==> src/rtl/ps2_pkg.sv <==
// Shared PS/2 definitions used by the device transmitter and host receiver.
// Holds the frame layout, FSM state encoding, break code and parity helper.
package ps2_pkg;

    localparam int unsigned FRAME_BITS = 11;
    localparam logic [7:0]  BREAK_CODE = 8'hF0;

    typedef enum logic [1:0] {
        ST_IDLE  = 2'd0,
        ST_FRAME = 2'd1,
        ST_HOLD  = 2'd2,
        ST_GAP   = 2'd3
    } ps2_state_e;

    // On-wire frame, LSB (start) first
    typedef struct packed {
        logic       stop;
        logic       parity;
        logic [7:0] data;
        logic       start;
    } ps2_frame_t;

    // Odd parity: set when the data byte has an even number of ones
    function automatic logic odd_parity(input logic [7:0] b);
        return ~^b;
    endfunction

endpackage

==> src/rtl/ps2_tx_fifo.sv <==
// Synchronous byte FIFO feeding the PS/2 transmitter.
// Ports: clk/clrn, wr_en/wr_data (write dropped when full), rd_en/rd_data
// (show-ahead read), registered full/empty flags and occupancy count.
module ps2_tx_fifo #(
    parameter int unsigned AW = 3
) (
    input  logic          clk,
    input  logic          clrn,
    input  logic          wr_en,
    input  logic [7:0]    wr_data,
    input  logic          rd_en,
    output logic [7:0]    rd_data,
    output logic          full,
    output logic          empty,
    output logic [AW:0]   count
);

    localparam int unsigned DEPTH = 2 ** AW;
    localparam int unsigned CW    = AW + 1;

    logic [7:0]    mem [DEPTH];
    logic [AW-1:0] wr_ptr;
    logic [AW-1:0] rd_ptr;
    logic [AW:0]   count_nx;
    logic          do_wr;
    logic          do_rd;

    // full is the registered flag, so a write while full is dropped even on a pop cycle
    assign do_wr    = wr_en & ~full;
    assign do_rd    = rd_en & ~empty;
    assign count_nx = count + CW'(do_wr) - CW'(do_rd);
    assign rd_data  = mem[rd_ptr];

    // Pointers, occupancy and flags
    always_ff @(posedge clk or negedge clrn) begin
        if (!clrn) begin
            wr_ptr <= '0;
            rd_ptr <= '0;
            count  <= '0;
            full   <= 1'b0;
            empty  <= 1'b1;
        end else begin
            if (do_wr) wr_ptr <= wr_ptr + AW'(1);
            if (do_rd) rd_ptr <= rd_ptr + AW'(1);
            count <= count_nx;
            full  <= (count_nx == CW'(DEPTH));
            empty <= (count_nx == '0);
        end
    end

    // Storage array, no reset needed
    always_ff @(posedge clk) begin
        if (do_wr) mem[wr_ptr] <= wr_data;
    end

endmodule

==> src/rtl/ps2_device_tx.sv <==
// Device-side PS/2 transmitter (keyboard emulator).
// Buffers bytes from wr_en/wr_data and sends each as an 11-bit frame on
// ps2_clk/ps2_data. inhibit holds off transmission and aborts a frame in
// flight, which is then retransmitted after the inter-frame gap.
// Outputs: full/overflow (FIFO status), busy (not idle), ps2_clk/ps2_data.
module ps2_device_tx
    import ps2_pkg::*;
#(
    parameter int unsigned HALF = 16,
    parameter int unsigned GAP  = 64,
    parameter int unsigned AW   = 3
) (
    input  logic       clk,
    input  logic       clrn,
    input  logic [7:0] wr_data,
    input  logic       wr_en,
    input  logic       inhibit,
    output logic       full,
    output logic       busy,
    output logic       overflow,
    output logic       ps2_clk,
    output logic       ps2_data
);

    localparam int unsigned PW    = $clog2(2 * HALF);
    localparam int unsigned GW    = $clog2(GAP + 1);
    localparam int unsigned BW    = 4;
    localparam int unsigned CW    = AW + 1;
    localparam int unsigned DEPTH = 2 ** AW;

    ps2_state_e           state, state_nx;
    ps2_frame_t           frame_q;
    logic [FRAME_BITS-1:0] frame_bits;
    logic [PW-1:0]        phase;
    logic [BW-1:0]        bit_cnt;
    logic [GW-1:0]        gap_cnt;
    logic                 retry;

    logic                 fifo_empty;
    logic [7:0]           fifo_rd_data;
    logic [AW:0]          fifo_count;

    logic                 abort_c;
    logic                 last_c;
    logic                 gap_done_c;
    logic                 pop_c;
    logic                 clk_nx;
    logic                 data_nx;

    assign frame_bits = frame_q;

    ps2_tx_fifo #(.AW(AW)) u_fifo (
        .clk     (clk),
        .clrn    (clrn),
        .wr_en   (wr_en),
        .wr_data (wr_data),
        .rd_en   (pop_c),
        .rd_data (fifo_rd_data),
        .full    (full),
        .empty   (fifo_empty),
        .count   (fifo_count)
    );

    // Occupancy sanity: never above the FIFO depth
    always_comb begin
        assert (fifo_count <= CW'(DEPTH));
    end

    // Once the falling edge of the stop bit has been issued the frame counts as delivered
    assign abort_c    = inhibit && !((bit_cnt == BW'(FRAME_BITS - 1)) && (phase >= PW'(HALF)));
    assign last_c     = (bit_cnt == BW'(FRAME_BITS - 1)) && (phase == PW'(2 * HALF - 1));
    assign gap_done_c = !inhibit && (gap_cnt == GW'(GAP - 1));

    // State register
    always_ff @(posedge clk or negedge clrn) begin
        if (!clrn) state <= ST_IDLE;
        else       state <= state_nx;
    end

    // Next-state logic
    always_comb begin
        state_nx = state;
        case (state)
            ST_IDLE:  if (!fifo_empty && !inhibit) state_nx = ST_FRAME;
            ST_FRAME: if (abort_c)                 state_nx = ST_HOLD;
                      else if (last_c)             state_nx = ST_GAP;
            ST_HOLD:  if (!inhibit)                state_nx = ST_GAP;
            ST_GAP:   if (gap_done_c)              state_nx = retry ? ST_FRAME : ST_IDLE;
            default:                               state_nx = ST_IDLE;
        endcase
    end

    // Output decode: next values of the registered line drivers and the FIFO pop
    always_comb begin
        clk_nx  = 1'b1;
        data_nx = 1'b1;
        pop_c   = 1'b0;
        if (state == ST_FRAME && !abort_c) begin
            clk_nx  = (phase < PW'(HALF));
            data_nx = (phase == '0) ? frame_bits[bit_cnt] : ps2_data;
        end
        if (state == ST_IDLE && state_nx == ST_FRAME) pop_c = 1'b1;
    end

    // Counters, frame register and registered outputs
    always_ff @(posedge clk or negedge clrn) begin
        if (!clrn) begin
            frame_q  <= '1;
            phase    <= '0;
            bit_cnt  <= '0;
            gap_cnt  <= '0;
            retry    <= 1'b0;
            busy     <= 1'b0;
            overflow <= 1'b0;
            ps2_clk  <= 1'b1;
            ps2_data <= 1'b1;
        end else begin
            if (pop_c) begin
                frame_q <= '{stop: 1'b1, parity: odd_parity(fifo_rd_data),
                             data: fifo_rd_data, start: 1'b0};
            end

            if (state != ST_FRAME && state_nx == ST_FRAME) begin
                phase   <= '0;
                bit_cnt <= '0;
            end else if (state == ST_FRAME) begin
                if (phase == PW'(2 * HALF - 1)) begin
                    phase   <= '0;
                    bit_cnt <= bit_cnt + BW'(1);
                end else begin
                    phase <= phase + PW'(1);
                end
            end

            // Any inhibit during the gap restarts the count
            if (state == ST_GAP && !inhibit) gap_cnt <= gap_cnt + GW'(1);
            else                             gap_cnt <= '0;

            if (state == ST_HOLD && state_nx == ST_GAP)     retry <= 1'b1;
            else if (state == ST_GAP && state_nx != ST_GAP) retry <= 1'b0;

            busy     <= (state_nx != ST_IDLE);
            overflow <= overflow | (wr_en & full);
            ps2_clk  <= clk_nx;
            ps2_data <= data_nx;
        end
    end

endmodule
==> config.mk <==
export PLATFORM = sky130hd
export DESIGN_NAME = ps2_device_tx
export DESIGN_NICKNAME = d
export VERILOG_FILES = /design/src/rtl/ps2_pkg.sv /design/src/rtl/ps2_tx_fifo.sv /design/src/rtl/ps2_device_tx.sv
export SDC_FILE = /design/constraint.sdc
export NUM_CORES = 1
export LEC_CHECK = 0
export ABC_AREA = 1
export ABC_CLOCK_PERIOD_IN_PS = 3110
export BUFFER_PORTS_ARGS = -buffer_cell sky130_fd_sc_hd__buf_2
export CORE_MARGIN = 8
export CORE_UTILIZATION = 40
export CTS_CLUSTER_DIAMETER = 40
export CTS_CLUSTER_SIZE = 25
export DETAILED_ROUTE_END_ITERATION = 10
export PLACE_DENSITY = 0.59
export SLEW_MARGIN = 25
export SYNTH_ARGS = -nofsm -noshare
export SYNTH_HDL_FRONTEND = slang
export SYNTH_SLANG_ARGS = --single-unit
==> constraint.sdc <==
create_clock -name clk -period 3.11 [get_ports clk]
set_input_delay 0.1555 -clock clk [delete_from_list [all_inputs] [get_ports clk]]
set_output_delay 0.1555 -clock clk [all_outputs]
set_load 0.005 [all_outputs]
==> metrics.md <==
| Metric | Value |
|---|---|
| Core Region | 13200 sq um |
| Synth unique cells | 35 |
| Total CTS buffers | 9 |
| Max-Cap Viols | 0 |
| # setup viols final | 0 |
| Number of hold buffers added after cts | 1 |
| Non-Filler Instances | 788 |
| DP HPWL | between 7000 and 8000 um |
| Die width | 132 um |
| Register area share after synthesis | 0.569 |
| Total gr overflow | 0 |
| Async SR Flop Fraction | 0.413 |
| Ports | 17 |
| Initial antenna violation count | 0 |
| Placed cells | 771 |
| Clock sinks | 109 |
| Main flop type after synthesis | edfxtp_1 |
| Routed length per placed instance | 13.5 um |
| Outcome | finished, final reports clean |
| Achievable frequency | 406 MHz |
| Drt first pass iters | 5 |
| Syn Nets | 607 |
| Vias per cell | 4.70 |
| Clock Latency Late Sink | about 350 ps |
| Vias in the first global route | 3699 |
| Worst VDD drop | between 400 and 500 uV |
| FF+latch count, synth | 109 |
| CTS tree | yes |
| Fill cells | 1275 |
| CTS resizes | 0 |
| CP Data Required Time | 3390 ps |
| Critical Path AT | 2740 ps |
| Final Wtd Congestion | about 0.77 |
| Area growth syn-to-layout | 10.4% |
| Root Buffer | clkbuf_16 |
| Clock buffer depth | 2 |
| Leak | 2.75 nW |
| Synth Area per Inst | between 9 and 10 sq um |
| Drt drc | 0 |
| Most common cell after layout, fill and taps aside | nand2_1 |
| Post-route ant nets | 0 |
| CP max FO | 7 |
| Netlist Area Pre-Place | 5390 sq um |
| Routed vias | 3701 |
| Post-CTS Setup Bufs | 0 |
| Critical Path End Type | flop |
| Die ar. | 17400 sq um |
| Fin crit share | 0.792 |
| Post-layout net count | ~630 |
| Final Slew Violations | 0 |
| Post-Route WL | 10600 um |
| Initial Utilization | 0.409 |
| H-tree Lvls | 3 |
| Clk_skew | 10.9 ps |
| Startpoint types | flop |
| Row count | 42 |
| Die Ht | between 100 and 150 um |
| Final TNS setup | 0 ps |
| Slew HR | 0.577 |
| Post-Syn Instances | 582 |
| Drt initial violations | 217 |
| Post-synth EDFFs | 64 |
| Critical path type | reg -> reg |
| Final Hold Fails | 0 |
| GRT Util Overall | 0.131 |
| First-pass GRT wire length | 18200 um |
| Most frequent cells in the layout | 176 x nand2_1, 98 x inv_1, 64 x edfxtp_1 |
| Count of warnings emitted by yosys | 0 |
| Clk slew on worst S/H paths | 70 ps |
| Port buffer count | 16 |
| Power per standard cell area | 897 nW/um^2 |
| Minimum clock period | 2460 ps |
| RSZ-0062 raised after global routing | false |
| Worst hold path class | in -> reg |
| Diodes inserted | 0 |
| Share of cells above drive strength 1 | 0.154 |
| Largest net degree at the start of global routing | 46 |
| Worst-Margin Slew | 634 ps |
-- per-layer routing --
layer / vias to the layer above / global-route usage / part of all wire
met1: 1729 / 0.156 / 0.43
met2: 60 / 0.216 / 0.49
li1: 1891 / - / -
met3: 21 / 0.0316 / 0.044
met4: 0 / 0.0651 / 0.028
met5: - / 0 / 0
-- state kept, by name, indices dropped and copies added, names as in the netlist --
signal and flops:
u_fifo.wr_ptr 3, bit_cnt 4, frame_bits 10, gap_cnt 7
ps2_data 1, overflow 1, ps2_clk 1, state 2
u_fifo.rd_ptr 3, u_fifo.full 1, retry 1, phase 5
busy 1, u_fifo.mem 64, u_fifo.count 4, u_fifo.empty 1
-- path summary, 6_finish.rpt --
kind / start / to / slack, ps / cells past startpoint
max in group asynchronous: clrn / frame_bits[9] / 2380 / 2
min: wr_en / overflow / 30 / 2
min reg2reg: frame_bits[0] / frame_bits[0] / 460 / 2
max reg2reg: state[1] / u_fifo.full / 650 / 11
min in group asynchronous: clrn / phase[0] / 340 / 2
max: state[1] / u_fifo.full / 650 / 11
-- cell families after synthesis --
kind of cell | count (synthesis) | synth area share
buffers and inverters | 117 | 0.0975
adders and majority gates | 13 | 0.0316
DFF | 109 | 0.569
AOI/OAI and AO/OA | 42 | 0.0430
and+or+nand+nor | 292 | 0.245
xor gates and xnor gates | 9 | 0.0146
-- per-stage QoR --
step	setup slack, ps	util	power (W)	area [sq um]	hold slack, ps
6_report	647	0.451	0.00534	5950	25.4
5_1_grt	469	0.451	0.00579	5950	34.1
4_1_cts	619	0.451	0.00540	5950	5.31
3_5_place_dp	622	0.427	0.00423	5640	383
3_3_place_gp	692	0.427	0.00416	5640	374
2_1_floorplan	635	-	0.00379	5390	-140
-- final cells by class --
type	instances	area [sq um]	area share
timing repair buffer	28	175	0.0294
sequential	109	3060	0.515
multi-input combinational	356	1800	0.303
clock inverter	6	68.8	0.0116
inverter	103	392	0.0658
clock buffer	10	229	0.0385
tap	176	220	0.0370
-- where the power goes --
| part | switching [W] | internal (W) | total (W) |
|---|---|---|---|
| combinational | 0.00140 | 0.000712 | 0.00211 |
| sequential | 0.000195 | 0.00187 | 0.00206 |
| clock | 0.000527 | 0.000631 | 0.00116 |
-- synth_stat cells, types with 5 or more instances --
master / number / area (sq um)
nand2_1: 176 / 661
inv_1: 98 / 368
edfxtp_1: 64 / 1920
nand3_1: 49 / 245
dfrtp_1: 32 / 801
nor2_1: 28 / 105
o21ai_0: 24 / 120
nand2_2: 14 / 87.6
dfstp_2: 13 / 342
ha_1: 12 / 150
nand3_2: 10 / 100
buf_6: 8 / 90.1
a21oi_1: 7 / 35.0
o21ai_1: 5 / 25.0
xor2_1: 5 / 43.8
-- critical path, stage by stage, from the launching register on --
cell,delay (ps)
dfrtp_1,420
nor3_1,190
nand2_1,90
inv_1,170
ha_1,260
inv_1,50
ha_1,150
inv_1,50
fa_1,470
inv_1,40
or3_1,380
nor2_1,100
Note: power is estimated with default switching activity, not from simulation.
